### src/rtl/stream_core_if.sv
// rtl/stream_core_if.sv - byte input/output handshake bundle for stream_core
interface stream_core_if #(
   parameter int CELL_WIDTH = 8
);
   logic                  in_valid;
   logic                  in_ready;
   logic [CELL_WIDTH-1:0] in_data;
   logic                  out_valid;
   logic                  out_ready;
   logic [CELL_WIDTH-1:0] out_data;

   // Core side: consumes the input stream, produces the output stream
   modport master (
      input  in_valid, in_data, out_ready,
      output in_ready, out_valid, out_data
   );

   // Environment side
   modport slave (
      output in_valid, in_data, out_ready,
      input  in_ready, out_valid, out_data
   );
endinterface

### src/rtl/stream_core.sv
// rtl/stream_core.sv - tape machine execution core with bracket scan and stream I/O
module stream_core #(
   parameter int CELL_WIDTH  = 8,
   parameter int TAPE_AW     = 16,
   parameter int PC_WIDTH    = 16,
   parameter int PROG_LEN    = 1024,
   parameter int DEPTH_WIDTH = 8
) (
   input  logic                  clock,
   input  logic                  reset_n,
   output logic [PC_WIDTH-1:0]   pmem_addr,
   input  logic [2:0]            pmem_data,
   output logic [TAPE_AW-1:0]    tape_addr,
   output logic                  tape_we,
   output logic [CELL_WIDTH-1:0] tape_wdata,
   input  logic [CELL_WIDTH-1:0] tape_rdata,
   stream_core_if.master         io,
   output logic                  halted,
   output logic                  error
);
   localparam logic [2:0] OP_INC   = 3'd0;
   localparam logic [2:0] OP_DEC   = 3'd1;
   localparam logic [2:0] OP_RIGHT = 3'd2;
   localparam logic [2:0] OP_LEFT  = 3'd3;
   localparam logic [2:0] OP_OPEN  = 3'd4;
   localparam logic [2:0] OP_CLOSE = 3'd5;
   localparam logic [2:0] OP_OUT   = 3'd6;
   localparam logic [2:0] OP_IN    = 3'd7;

   localparam logic [PC_WIDTH-1:0]    PC_END    = PC_WIDTH'(PROG_LEN);
   localparam logic [PC_WIDTH-1:0]    PC_ONE    = PC_WIDTH'(1);
   localparam logic [TAPE_AW-1:0]     SP_ONE    = TAPE_AW'(1);
   localparam logic [CELL_WIDTH-1:0]  CELL_ONE  = CELL_WIDTH'(1);
   localparam logic [DEPTH_WIDTH-1:0] DEPTH_ONE = DEPTH_WIDTH'(1);

   typedef enum logic [3:0] {
      S_FETCH, S_DECODE, S_SCAN_F_FETCH, S_SCAN_F_CHECK,
      S_SCAN_B_FETCH, S_SCAN_B_CHECK, S_OUT, S_IN, S_HALT
   } state_t;

   state_t                 state;
   logic [PC_WIDTH-1:0]    pc;
   logic [PC_WIDTH-1:0]    pc_inc;
   logic [PC_WIDTH-1:0]    pc_dec;
   logic [TAPE_AW-1:0]     sp;
   logic [DEPTH_WIDTH-1:0] depth;
   logic [DEPTH_WIDTH-1:0] depth_next;
   logic                   depth_ovf;
   logic                   cell_zero;
   logic                   in_fire;

   assign pmem_addr = pc;
   assign tape_addr = sp;
   assign pc_inc    = pc + PC_ONE;
   assign pc_dec    = pc - PC_ONE;
   assign cell_zero = (tape_rdata == '0);
   assign in_fire   = (state == S_IN) && io.in_ready && io.in_valid;

   // Tape write strobe is decoded in the same cycle the cell arrives, so the write
   // lands at the end of DECODE/IN and the following FETCH reads the updated cell
   always_comb begin
      tape_we    = 1'b0;
      tape_wdata = '0;
      if (state == S_DECODE && pmem_data == OP_INC) begin
         tape_we    = 1'b1;
         tape_wdata = tape_rdata + CELL_ONE;
      end else if (state == S_DECODE && pmem_data == OP_DEC) begin
         tape_we    = 1'b1;
         tape_wdata = tape_rdata - CELL_ONE;
      end else if (in_fire) begin
         tape_we    = 1'b1;
         tape_wdata = io.in_data;
      end
   end

   // Bracket nesting update: forward scan nests on '[', backward scan nests on ']'
   always_comb begin
      depth_next = depth;
      depth_ovf  = 1'b0;
      if ((state == S_SCAN_F_CHECK && pmem_data == OP_OPEN) ||
          (state == S_SCAN_B_CHECK && pmem_data == OP_CLOSE)) begin
         depth_ovf  = (depth == '1);
         depth_next = depth + DEPTH_ONE;
      end else if ((state == S_SCAN_F_CHECK && pmem_data == OP_CLOSE) ||
                   (state == S_SCAN_B_CHECK && pmem_data == OP_OPEN)) begin
         depth_next = depth - DEPTH_ONE;
      end
   end

   // Sequencer: fetch/decode/scan/IO states with registered handshake and status outputs
   always_ff @(posedge clock or negedge reset_n) begin
      if (!reset_n) begin
         state        <= S_FETCH;
         pc           <= '0;
         sp           <= '0;
         depth        <= '0;
         io.out_valid <= 1'b0;
         io.out_data  <= '0;
         io.in_ready  <= 1'b0;
         halted       <= 1'b0;
         error        <= 1'b0;
      end else begin
         case (state)
            S_FETCH: begin
               if (pc == PC_END) begin
                  state  <= S_HALT;
                  halted <= 1'b1;
               end else begin
                  state <= S_DECODE;
               end
            end
            S_DECODE: begin
               case (pmem_data)
                  OP_INC, OP_DEC: begin
                     pc    <= pc_inc;
                     state <= S_FETCH;
                  end
                  OP_RIGHT: begin
                     sp    <= sp + SP_ONE;
                     pc    <= pc_inc;
                     state <= S_FETCH;
                  end
                  OP_LEFT: begin
                     sp    <= sp - SP_ONE;
                     pc    <= pc_inc;
                     state <= S_FETCH;
                  end
                  OP_OPEN: begin
                     pc <= pc_inc;
                     if (cell_zero) begin
                        depth <= DEPTH_ONE;
                        state <= S_SCAN_F_FETCH;
                     end else begin
                        state <= S_FETCH;
                     end
                  end
                  OP_CLOSE: begin
                     if (cell_zero) begin
                        pc    <= pc_inc;
                        state <= S_FETCH;
                     end else if (pc == '0) begin
                        // A ']' at address 0 has nothing behind it to match
                        state  <= S_HALT;
                        halted <= 1'b1;
                        error  <= 1'b1;
                     end else begin
                        depth <= DEPTH_ONE;
                        pc    <= pc_dec;
                        state <= S_SCAN_B_FETCH;
                     end
                  end
                  OP_OUT: begin
                     io.out_data  <= tape_rdata;
                     io.out_valid <= 1'b1;
                     state        <= S_OUT;
                  end
                  OP_IN: begin
                     io.in_ready <= 1'b1;
                     state       <= S_IN;
                  end
               endcase
            end
            S_SCAN_F_FETCH: begin
               // Reached only past the end when '[' was the last instruction
               if (pc == PC_END) begin
                  state  <= S_HALT;
                  halted <= 1'b1;
                  error  <= 1'b1;
               end else begin
                  state <= S_SCAN_F_CHECK;
               end
            end
            S_SCAN_F_CHECK: begin
               if (depth_ovf) begin
                  state  <= S_HALT;
                  halted <= 1'b1;
                  error  <= 1'b1;
               end else if (depth_next == '0) begin
                  depth <= '0;
                  pc    <= pc_inc;
                  state <= S_FETCH;
               end else if (pc_inc == PC_END) begin
                  state  <= S_HALT;
                  halted <= 1'b1;
                  error  <= 1'b1;
               end else begin
                  depth <= depth_next;
                  pc    <= pc_inc;
                  state <= S_SCAN_F_FETCH;
               end
            end
            S_SCAN_B_FETCH: begin
               state <= S_SCAN_B_CHECK;
            end
            S_SCAN_B_CHECK: begin
               if (depth_ovf) begin
                  state  <= S_HALT;
                  halted <= 1'b1;
                  error  <= 1'b1;
               end else if (depth_next == '0) begin
                  // Resume just after the matching '[' without re-testing it
                  depth <= '0;
                  pc    <= pc_inc;
                  state <= S_FETCH;
               end else if (pc == '0) begin
                  state  <= S_HALT;
                  halted <= 1'b1;
                  error  <= 1'b1;
               end else begin
                  depth <= depth_next;
                  pc    <= pc_dec;
                  state <= S_SCAN_B_FETCH;
               end
            end
            S_OUT: begin
               if (io.out_ready) begin
                  io.out_valid <= 1'b0;
                  pc           <= pc_inc;
                  state        <= S_FETCH;
               end
            end
            S_IN: begin
               if (io.in_valid) begin
                  io.in_ready <= 1'b0;
                  pc          <= pc_inc;
                  state       <= S_FETCH;
               end
            end
            S_HALT: begin
               state <= S_HALT;
            end
            default: begin
               state <= S_FETCH;
            end
         endcase
      end
   end
endmodule
### src/flat_wrapper.sv
// flat-port wrapper written by rule: the top's interface ports become plain ports
module stream_core_flat 
#(
   parameter int CELL_WIDTH  = 8,
   parameter int TAPE_AW     = 16,
   parameter int PC_WIDTH    = 16,
   parameter int PROG_LEN    = 1024,
   parameter int DEPTH_WIDTH = 8
)
  (clock, reset_n, pmem_addr, pmem_data, tape_addr, tape_we, tape_wdata, tape_rdata, halted, error, io_in_valid, io_in_data, io_out_ready, io_in_ready, io_out_valid, io_out_data);
  stream_core_if #(.CELL_WIDTH(CELL_WIDTH)) io_i ();
  input  logic clock;
  input  logic reset_n;
  output logic [PC_WIDTH-1:0] pmem_addr;
  input  logic [2:0] pmem_data;
  output logic [TAPE_AW-1:0] tape_addr;
  output logic tape_we;
  output logic [CELL_WIDTH-1:0] tape_wdata;
  input  logic [CELL_WIDTH-1:0] tape_rdata;
  output logic halted;
  output logic error;
  input wire logic [$bits(io_i.in_valid)-1:0] io_in_valid;
  input wire logic [$bits(io_i.in_data)-1:0] io_in_data;
  input wire logic [$bits(io_i.out_ready)-1:0] io_out_ready;
  output wire logic [$bits(io_i.in_ready)-1:0] io_in_ready;
  output wire logic [$bits(io_i.out_valid)-1:0] io_out_valid;
  output wire logic [$bits(io_i.out_data)-1:0] io_out_data;
  assign io_i.in_valid = io_in_valid;
  assign io_i.in_data = io_in_data;
  assign io_i.out_ready = io_out_ready;
  assign io_in_ready = io_i.in_ready;
  assign io_out_valid = io_i.out_valid;
  assign io_out_data = io_i.out_data;
  stream_core #(.CELL_WIDTH(CELL_WIDTH), .TAPE_AW(TAPE_AW), .PC_WIDTH(PC_WIDTH), .PROG_LEN(PROG_LEN), .DEPTH_WIDTH(DEPTH_WIDTH)) u_core (.clock(clock), .reset_n(reset_n), .pmem_addr(pmem_addr), .pmem_data(pmem_data), .tape_addr(tape_addr), .tape_we(tape_we), .tape_wdata(tape_wdata), .tape_rdata(tape_rdata), .io(io_i), .halted(halted), .error(error));
endmodule
### config.mk
export PLATFORM = sky130hd
export DESIGN_NAME = stream_core_flat
export DESIGN_NICKNAME = d
export VERILOG_FILES = /design/src/rtl/stream_core_if.sv /design/src/rtl/stream_core.sv /design/src/flat_wrapper.sv
export SDC_FILE = /design/constraint.sdc
export NUM_CORES = 1
export LEC_CHECK = 0
export ABC_AREA = 1
export CAP_MARGIN = 10
export CORE_AREA = 2 2 100 102
export CTS_CLUSTER_DIAMETER = 150
export CTS_CLUSTER_SIZE = 40
export DETAILED_ROUTE_END_ITERATION = 12
export DIE_AREA = 0 0 102 104
export GPL_ROUTABILITY_DRIVEN = 1
export HOLD_SLACK_MARGIN = 0.15
export PLACE_DENSITY = 0.83
export SETUP_SLACK_MARGIN = 0.02
export SYNTH_ARGS = -nofsm -noshare
export SYNTH_HDL_FRONTEND = slang
export SYNTH_SLANG_ARGS = --single-unit
### constraint.sdc
create_clock -name clock -period 4.6 [get_ports clock]
set_input_delay 0.46 -clock clock [delete_from_list [all_inputs] [get_ports clock]]
set_output_delay 0.46 -clock clock [all_outputs]
set_load 0.1 [all_outputs]
== Word level (Yosys, flattened, before mapping) ==
Cells that the tools add are included.

* Multiplexer cells: 68
* Eq/ne operators: 38
* Add/subtract/negate cells: 8
* Reduce and logical (&&, ||, !) cells: 34

{| class="wikitable"
|+ Operators by type and width
! cell !! number
|-
| 2-to-1 mux 16 bit || 9
|-
| 2-to-1 mux 8 bit || 14
|-
| one-hot mux 16 bit (5 select lines) || 1
|-
| one-hot mux 16 bit (2 select lines) || 2
|-
| 2-to-1 mux 4 bit || 11
|-
| one-hot mux 4 bit (9 select lines) || 1
|-
| adder 16 x 1 -> 16 bit, second input constant || 2
|-
| equality test 16 x 11 -> 1 bit, second input constant || 2
|-
| subtractor 16 x 1 -> 16 bit, second input constant || 2
|-
| one-hot mux 8 bit (3 select lines) || 1
|-
| 2-to-1 mux 1 bit || 22
|-
| AND reduction 7 bit || 3
|-
| one-hot mux 4 bit (5 select lines) || 1
|-
| inequality test 3 bit, second input constant || 6
|-
| adder 8 x 1 -> 8 bit, second input constant || 2
|-
| equality test 4 x 3 -> 1 bit, second input constant || 4
|-
| zero test 16 bit || 1
|-
| zero test 8 bit || 2
|-
| inequality test 2 bit, second input constant || 8
|-
| one-hot mux 8 bit (2 select lines) || 1
|-
| subtractor 8 x 1 -> 8 bit, second input constant || 2
|-
| equality test 3 bit, second input constant || 4
|-
| inequality test 3 x 2 -> 1 bit, second input constant || 4
|-
| AND reduction 9 bit || 1
|-
| other kinds (23) || 42
|}

* Output and inout port bits: 53
* Register bits after elaboration: 56
* Input port bits: 23

== Longest topological paths before layout ==
Gate-level depths: netlist of the first run.

* Word-level depth: 9
* Gate-level depth with buffers: 18
* Gate-level depth less buffers: 18

== Worst setup path before layout of the first run ==
Ideal clock, no wire load.

* Path kind: reg2out
* Start point: reg u_core.state[1]
* End point: out tape_wdata[6]
* Data required time: 4.140 ns
* Path slack: -0.558 ns
* Path buffers: 0
* Arrival time: 4.698 ns
* Stages on the path, launching flop included: 8
* Cells stage by stage: dfrtp_1 > inv_2 > nand2_1 > nor2_1 > inv_1 > nor3_1 > inv_1 > o311ai_0

* Word-level cells in the longest chain between the ends: 6

{| class="wikitable"
|+ Ends and longest elaborated chain
! item !! line !! RTL
|-
| from (decl) || stream_core.sv:41 || <nowiki>state_t state;</nowiki>
|-
| from (signal assigned) || stream_core.sv:93 || <nowiki>state <= S_FETCH;</nowiki>
|-
| from (signal assigned) || stream_core.sv:106 || <nowiki>state <= S_HALT;</nowiki>
|-
| from (signal assigned) || stream_core.sv:109 || <nowiki>state <= S_DECODE;</nowiki>
|-
| equality test 4 x 3 -> 1 bit || stream_core.sv:57 || <nowiki>assign in_fire = (state == S_IN) && io.in_ready && io.in_valid;</nowiki>
|-
| logical AND 1 bit (2 in a row) || stream_core.sv:57 ||
|-
| 2-to-1 mux 8 bit || stream_core.sv:70 || <nowiki>end else if (in_fire) begin</nowiki>
|-
| 2-to-1 mux 8 bit || stream_core.sv:67 || <nowiki>end else if (state == S_DECODE && pmem_data == OP_DEC) begin</nowiki>
|-
| 2-to-1 mux 8 bit * || stream_core.sv:64 || <nowiki>if (state == S_DECODE && pmem_data == OP_INC) begin</nowiki>
|-
| to (decl) || flat_wrapper.sv:18 || <nowiki>output logic [CELL_WIDTH-1:0] tape_wdata;</nowiki>
|}

Every way passes the cells marked *; elsewhere a longest branch is shown, timed or not.

== Final worst setup path of the first run ==
* Start point: reg u_core.state[1]
* End point: out tape_we

* Word-level cells in the longest chain between the ends: 6

{| class="wikitable"
|+ Ends and longest elaborated chain
! item !! line !! RTL
|-
| equality test 4 x 3 -> 1 bit || stream_core.sv:57 ||
|-
| logical AND 1 bit (2 in a row) || stream_core.sv:57 ||
|-
| 2-to-1 mux 1 bit || stream_core.sv:70 ||
|-
| 2-to-1 mux 1 bit || stream_core.sv:67 ||
|-
| 2-to-1 mux 1 bit * || stream_core.sv:64 ||
|-
| to (decl) || flat_wrapper.sv:17 || <nowiki>output logic tape_we;</nowiki>
|}

Marks and branches as above.

==> results of run 1 <==
-- kinds of logic after synthesis --
family,count (synthesis),share of synthesized area [%]
buffers and inverters,118,8.523
AOI/OAI and AO/OA,111,11.58
DFF,56,25.73
xor gates and xnor gates,36,5.789
and+or+nand+nor,526,42.96
adders and majority gates,23,5.421
-- worst paths after layout --
path                                    endpoint  slack [ns]  depth (start not counted)                 start
max                                      tape_we        1.09                          8       u_core.state[1]
min                        u_core.io.out_data[1]        0.26                          2               reset_n
max reg2reg                  u_core.pmem_addr[5]        1.47                         17       u_core.state[1]
min reg2reg                 u_core.tape_addr[15]        0.48                          1  u_core.tape_addr[15]
max in group asynchronous        u_core.depth[7]        3.85                          2               reset_n
min in group clock          u_core.tape_addr[15]        0.48                          1  u_core.tape_addr[15]
-- power by group through the flow --
stage	clock, mW	sequential [mW]	combinational [mW]
floorplan	0	2.02	1.58
global route	0.338	0.967	3.71
global placement	0	0.939	3.39
detailed placement	0	0.936	3.41
finish	0.311	0.935	3.46
CTS	0.314	0.929	3.43
-- layout make-up --
cell class                 count  share of cell area, %
timing repair buffer          79                  11.86
clock buffer                   5                  1.080
tap                          133                  2.611
multi-input combinational    696                  56.27
inverter                      97                  5.753
sequential                    56                  21.99
clock inverter                 3                 0.4320
-- cell usage after synthesis (all sizes together) --
master	n
o22ai	3
o21a	2
nand2	295
o2bb2ai	1
or2	5
nor4	4
nor2	76
inv	96
o31ai	3
xnor2	5
o2111ai	2
ha	22
a21oi	37
o21ai	51
nor3b	1
o21bai	2
and3	1
nor3	26
nand3b	6
a21boi	2
o211ai	3
fa	1
dfrtp	56
a2111oi	1
a31oi	1
nand4	26
a22oi	1
nand3	86
clkbuf	10
a221oi	1
xor2	31
buf	11
o311ai	1
clkinv	1
-- per-stage QoR --
stage               std cells  setup slack (ns)
finish                   1069             1.090
detailed placement       1061            0.7636
global route             1069            0.7830
floorplan                 870            0.6245
global placement         1061            0.9182
CTS                      1069             1.121
-- worst max-delay path, cell delays in order (launching register included) --
cell and delay, ns:
dfrtp_1 0.44, inv_2 0.12, nand2_1 0.11, nor2_1 0.19, inv_1 0.16, nor3_1 0.28
inv_1 0.19, nand2_1 0.10, clkdlybuf4s50_1 1.12
-- state kept, by name, indices dropped and copies added (netlist names) --
signal / cells
u_core.state: 4
u_core.tape_addr: 16
u_core.io.in_ready: 1
u_core.halted: 1
u_core.error: 1
u_core.depth: 8
u_core.io.out_valid: 1
u_core.pmem_addr: 16
u_core.io.out_data: 8
-- per-layer routing --
layer | track usage [%] | wire length [um] | vias up | share of wire (%)
met3 | 4.435 | 1127 | 35 | 7.5
met5 | 0 | 0 | - | 0
met4 | 10.19 | 362 | 0 | 2.4
met1 | 40.03 | 6709 | 2680 | 45
li1 | - | - | 2993 | -
met2 | 45.49 | 6815 | 244 | 45
==> metrics.md, run 1 <==
| Metric | Value |
|---|---|
| Post-CTS resize count | `0` |
| H-tree levels | `2` |
| Largest net degree at the start of global routing | `57` |
| Switch share | `64.34%` |
| Area share of the largest cell type after synthesis | `25.73%` |
| Worst Hold Class | `in2async` |
| Avg WL per Cell | `14.05 um` |
| Synth Register Bits | `56` |
| Commonest non-fill, non-tap cell in the layout | `nand2_1` |
| Row count | `36` |
| IO Count | `76` |
| Final setup fails | `0` |
| PortBufs | `75` |
| Die width | `102 um` |
| Critical path class | `reg2out` |
| Worst EP required | `4.14 ns` |
| Share of layout cells above drive strength 1 | `5.556%` |
| WHS | `0.2600 ns` |
| Vias in the first global route | `5,484` |
| Status | `finished, final reports clean` |
| Setup_tns | `0 ns` |
| Clock power frac | `6.6%` |
| DRT antenna net count | `0` |
| FILL cells | `921` |
| Syn_nets | `916` |
| CTS Buf Count | `5` |
| Minimum clock period after layout | `3.510 ns` |
| 1st-iter DRT viols | `363` |
| Final instance area | `6372 sq um` |
| Post-route DRC | `0` |
| Reg power frac | `19.9%` |
| Hold Fails Final Rpt | `0` |
| Placement Cell Area | `6276 sq um` |
| Max cap viols | `0` |
| Synth warn | `0` |
| Clock Skew | `0.007858 ns` |
| Routed wire length | `15,020 um` |
| Leakage | `3.150 nW` |
| Netlist cell types | `47` |
| Area Growth Syn to Fin | `17.00%` |
| Clock transition at the registers of the reported paths | `0.12 ns` |
| P_sw | `3.026 mW` |
| PwrDens | `738.2 nW/um^2` |
| GPL Wtd Cong | `0.9742` |
| CTS Sinks | `56` |
| GRT Total Usage | `28.89%` |
| Crit-path max FO | `7` |
| Cts hold-fix bufs | `0` |
| Reg area | `1401 sq um` |
| CP arrival | `3.05 ns` |
| Area leader, netlist | `dfrtp_1` |
| Relative slew slack | `33.22%` |
| Max VDD drop | `520.9 uV` |
| CP startpoint kind | `flip-flop` |
| Total Power | `4.704 mW` |
| DP HPWL | `11,200 um` |
| Seq/Total Area, Yosys | `25.73%` |
| Root buffer cell | `clkbuf_8` |
| Worst skew pair latency | `0.34 ns` |
| Post-CTS Setup Inserts | `0` |
| Vias per cell | `5.568` |
| RSZ-0062 raised after global routing | `no` |
| Cell count after synthesis | `870` |
| TritonRoute pass-1 iters | `5` |
| Die H | `104 um` |
| Combinational share of power | `73.5%` |
| Period Utilization, post-route | `76.30%` |
| Syn_area_per_cell | `6.260 sq um` |
| Most frequent cells in the layout | `289 x nand2_1, 91 x inv_1, 80 x nand3_1` |
| Slew @ Worst Pin | `0.9986 ns` |
| Largest cells by area after synthesis | `dfrtp_1 26%, nand2_1 20%, nand3_1 7.4%, inv_1 6.3%, ha_1 5.1%` |
| Global-route wire length before repair | `25,350 um` |
| GRT overflow | `0` |
| Slew Viols, Final | `0` |
| TritonCTS clock tree | `yes` |
| Core Region | `9549 sq um` |
| Starting density of the core | `57.04%` |
| Setup crit end kind | `output pin` |
| Max Buffers Root-to-Sink | `2` |
| Internal | `1.678 mW` |
| Mapped cell area | `5446 sq um` |
| Nets | `981` |
| Initial antenna violation count | `0` |
| Area of the multi-input gates | `3586 sq um` |
| Vias post-DR | `5,952` |
| Ant diodes | `0` |
| Finished Core Util | `66.73%` |
| Die area | `10,610 sq um` |
| FMAX | `284.9 MHz` |
No activity file was read; power rests on OpenSTA's default activity.
==> run 2: changes to the inputs <==
--- a/config.mk
+++ b/config.mk
@@ -7,14 +7,14 @@
 export LEC_CHECK = 0
 export ABC_AREA = 1
 export CAP_MARGIN = 10
-export CORE_AREA = 2 2 100 102
+export CORE_AREA = 2 2 102 104
 export CTS_CLUSTER_DIAMETER = 150
 export CTS_CLUSTER_SIZE = 40
 export DETAILED_ROUTE_END_ITERATION = 12
-export DIE_AREA = 0 0 102 104
+export DIE_AREA = 0 0 104 106
 export GPL_ROUTABILITY_DRIVEN = 1
 export HOLD_SLACK_MARGIN = 0.15
-export PLACE_DENSITY = 0.83
+export PLACE_DENSITY = 0.8
 export SETUP_SLACK_MARGIN = 0.02
 export SYNTH_ARGS = -nofsm -noshare
 export SYNTH_HDL_FRONTEND = slang
==> constraint.sdc (replaced) <==
create_clock -name clock -period 3.6 [get_ports clock]
set_input_delay 0.36 -clock clock [delete_from_list [all_inputs] [get_ports clock]]
set_output_delay 0.36 -clock clock [all_outputs]
set_load 0.1 [all_outputs]
==> run 2 against run 1 <==
Sequential cell count unchanged. Critical endpoint is now tape_wdata[6]. Register-to-register slack got worse by 0.80 ns. Final cell count increased by 0.75%. Clock skew increased by 0.00076 ns. Utilization decreased by 2.1 points. Critical path type unchanged. Largest power group unchanged.
==> metrics.md, run 2 (synthesis results as in run 1) <==
| Metric | Value |
|---|---|
| Status | `finished, final reports clean` |
| Die H | `106 um (+1.9%)` |
| TritonRoute pass-1 iters | `4 (-1)` |
| Largest net degree at the start of global routing | `43 (-25%)` |
| Worst path cell trace | `inv_2, nand2_1, nor2_1, inv_1, nor3_1, inv_1, nor2_1, o21ai_0, o311ai_2, buf_12` |
| Slowest stage delay, CP | `0.44 ns (-0.68 ns)` |
| PortBufs | `75 (unchanged)` |
| H-tree levels | `2 (unchanged)` |
| Most frequent cells in the layout | `289 x nand2_1, 91 x inv_1, 80 x nand3_1` |
| Minimum clock period after layout | `3.305 ns` |
| Leakage | `3.191 nW (+1.3%)` |
| Crit-path max FO | `7 (unchanged)` |
| Commonest non-fill, non-tap cell in the layout | `nand2_1` |
| Worst Hold Class | `in2async` |
| CP max-delay cell | `dfrtp_1` |
| Hold Fails Final Rpt | `0 (unchanged)` |
| Buffers & Inverters on Critical Path | `4 (unchanged)` |
| Global-route wire length before repair | `25,790 um (+1.7%)` |
| Setup_tns | `0 ns (unchanged)` |
| Clock transition at the registers of the reported paths | `0.12 ns (about the same)` |
| PwrDens | `933.2 nW/um^2 (+26%)` |
| GRT Total Usage | `28.06% (-0.83 points)` |
| FMAX | `302.6 MHz` |
| DRT antenna net count | `0 (unchanged)` |
| Core Region | `10000 sq um (+4.7%)` |
| Die area | `11,020 sq um (+3.9%)` |
| Vias post-DR | `5,891 (-1.0%)` |
| Period Utilization, post-route | `91.80%` |
| IO Count | `76 (unchanged)` |
| Total Power | `6.034 mW (+28%)` |
| Max cap viols | `0 (unchanged)` |
| Share of layout cells above drive strength 1 | `6.376% (+0.82 points)` |
| GPL Wtd Cong | `0.9468 (-2.8%)` |
| CTS Buf Count | `5 (unchanged)` |
| 1st-iter DRT viols | `384 (+5.8%)` |
| GRT overflow | `0 (unchanged)` |
| Delay-heaviest family, CP | `simple AND/OR/NAND/NOR gates` |
| Initial antenna violation count | `0 (unchanged)` |
| Final setup fails | `0 (unchanged)` |
| FILL cells | `1,009 (+9.6%)` |
| Avg WL per Cell | `14.25 um (+1.5%)` |
| CTS Sinks | `56 (unchanged)` |
| Row count | `37 (+2.8%)` |
| Clock Skew | `0.008622 ns (+0.0007646 ns)` |
| CP arrival | `2.94 ns (-0.11 ns)` |
| Area of the multi-input gates | `3596 sq um (+0.28%)` |
| Max VDD drop | `651.9 uV (+25%)` |
| DP HPWL | `11,810 um (+5.5%)` |
| Worst skew pair latency | `0.34 ns (about the same)` |
| Routed wire length | `15,350 um (+2.2%)` |
| Root buffer cell | `clkbuf_8` |
| Nets | `986 (+0.51%)` |
| Setup crit end kind | `output pin` |
| Relative slew slack | `31.61% (-1.6 points)` |
| Ant diodes | `0 (unchanged)` |
| Slew Viols, Final | `0 (unchanged)` |
| Vias in the first global route | `5,389 (-1.7%)` |
| TritonCTS clock tree | `yes` |
| Post-route DRC | `0 (unchanged)` |
| Slew @ Worst Pin | `1.023 ns (+0.02408 ns)` |
| CP startpoint kind | `flip-flop` |
| Area Growth Syn to Fin | `18.72%` |
| Critical path class | `reg2out` |
| Worst EP required | `3.24 ns (-0.90 ns)` |
| Reg area | `1401 sq um (unchanged)` |
| Starting density of the core | `54.47% (-2.6 points)` |
| Vias per cell | `5.470 (-1.8%)` |
| RSZ-0062 raised after global routing | `no` |
| Max Buffers Root-to-Sink | `2 (unchanged)` |
| Die width | `104 um (+2.0%)` |
## run 2: cell types whose count changed in the layout (fill, tap and decap cells not counted)
cell | before | now
buf_4 | 12 | 14
inv_6 | 0 | 1
clkinv_2 | 0 | 1
clkinvlp_4 | 1 | 0
nor2_1 | 70 | 69
o311ai_1 | 1 | 0
nor2_2 | 1 | 2
o311ai_2 | 0 | 1
buf_12 | 0 | 4
inv_8 | 1 | 0
clkdlybuf4s50_1 | 66 | 65
## run 2: repair_timing
item                                    in CTS  in global routing
hold buffers                                 0                  0
resized for setup                            0                  1
buffers inserted                             0                  0
endpoints found under the setup margin       0                  3
## run 2: final cells by class
type	instances	share of cell area, %
well taps	136	2.632
clock buffers	5	1.064
repair buffers	84	13.00
multi-input cells	696	55.61
flip-flops and latches	56	21.67
clock inverters	3	0.3483
inverters	97	5.670
## run 2: power by group
part / internal [mW] / switching, mW / leakage [nW]
Clock: 0.141 / 0.244 / 0.0485
Sequential: 0.869 / 0.318 / 0.715
Combinational: 1.16 / 3.30 / 2.43
## run 2: final timing paths
path	cells past startpoint	startpoint	slack (ns)	end
worst min register to register	1	u_core.tape_addr[15]	0.49	u_core.tape_addr[15]
worst min-delay path	1	reset_n	0.16	u_core.io.out_data[2]
min in group clock	1	u_core.tape_addr[15]	0.49	u_core.tape_addr[15]
worst max register to register	16	u_core.state[1]	0.67	u_core.depth[6]
worst max-delay path	10	u_core.state[1]	0.30	tape_wdata[6]
max in group asynchronous	2	reset_n	2.66	u_core.depth[2]
## run 2: layer usage
layer / vias to the layer above / global-route usage (%) / share of wire, %
met3: 15 / 2.452 / 4.5
met5: - / 0 / 0
met1: 2721 / 38.16 / 46
li1: 2992 / - / -
met2: 163 / 48.73 / 49
met4: 0 / 6.371 / 1.2
## run 2: per-stage QoR
stage                     utilization (%)  worst slack [ns]  area (sq um)  cells  hold WS (ns)
after floorplan                         -            0.2222          5454    870       0.06441
after global placement              63.73            0.2889          6372   1069        0.4642
after detailed placement            63.73            0.1853          6372   1069        0.4711
after CTS                           64.64            0.2009          6464   1077        0.2001
after global routing                64.66            0.1101          6466   1077        0.2707
final                               64.66            0.2950          6466   1077        0.1648
==> run 3: changes to the inputs <==
--- a/config.mk
+++ b/config.mk
@@ -6,6 +6,7 @@
 export NUM_CORES = 1
 export LEC_CHECK = 0
 export ABC_AREA = 1
+export ABC_CLOCK_PERIOD_IN_PS = 3600
 export CAP_MARGIN = 10
 export CORE_AREA = 2 2 102 104
 export CTS_CLUSTER_DIAMETER = 150
==> results of run 3 <==
Final layout, timing and power as in run 2 (identical DEF).
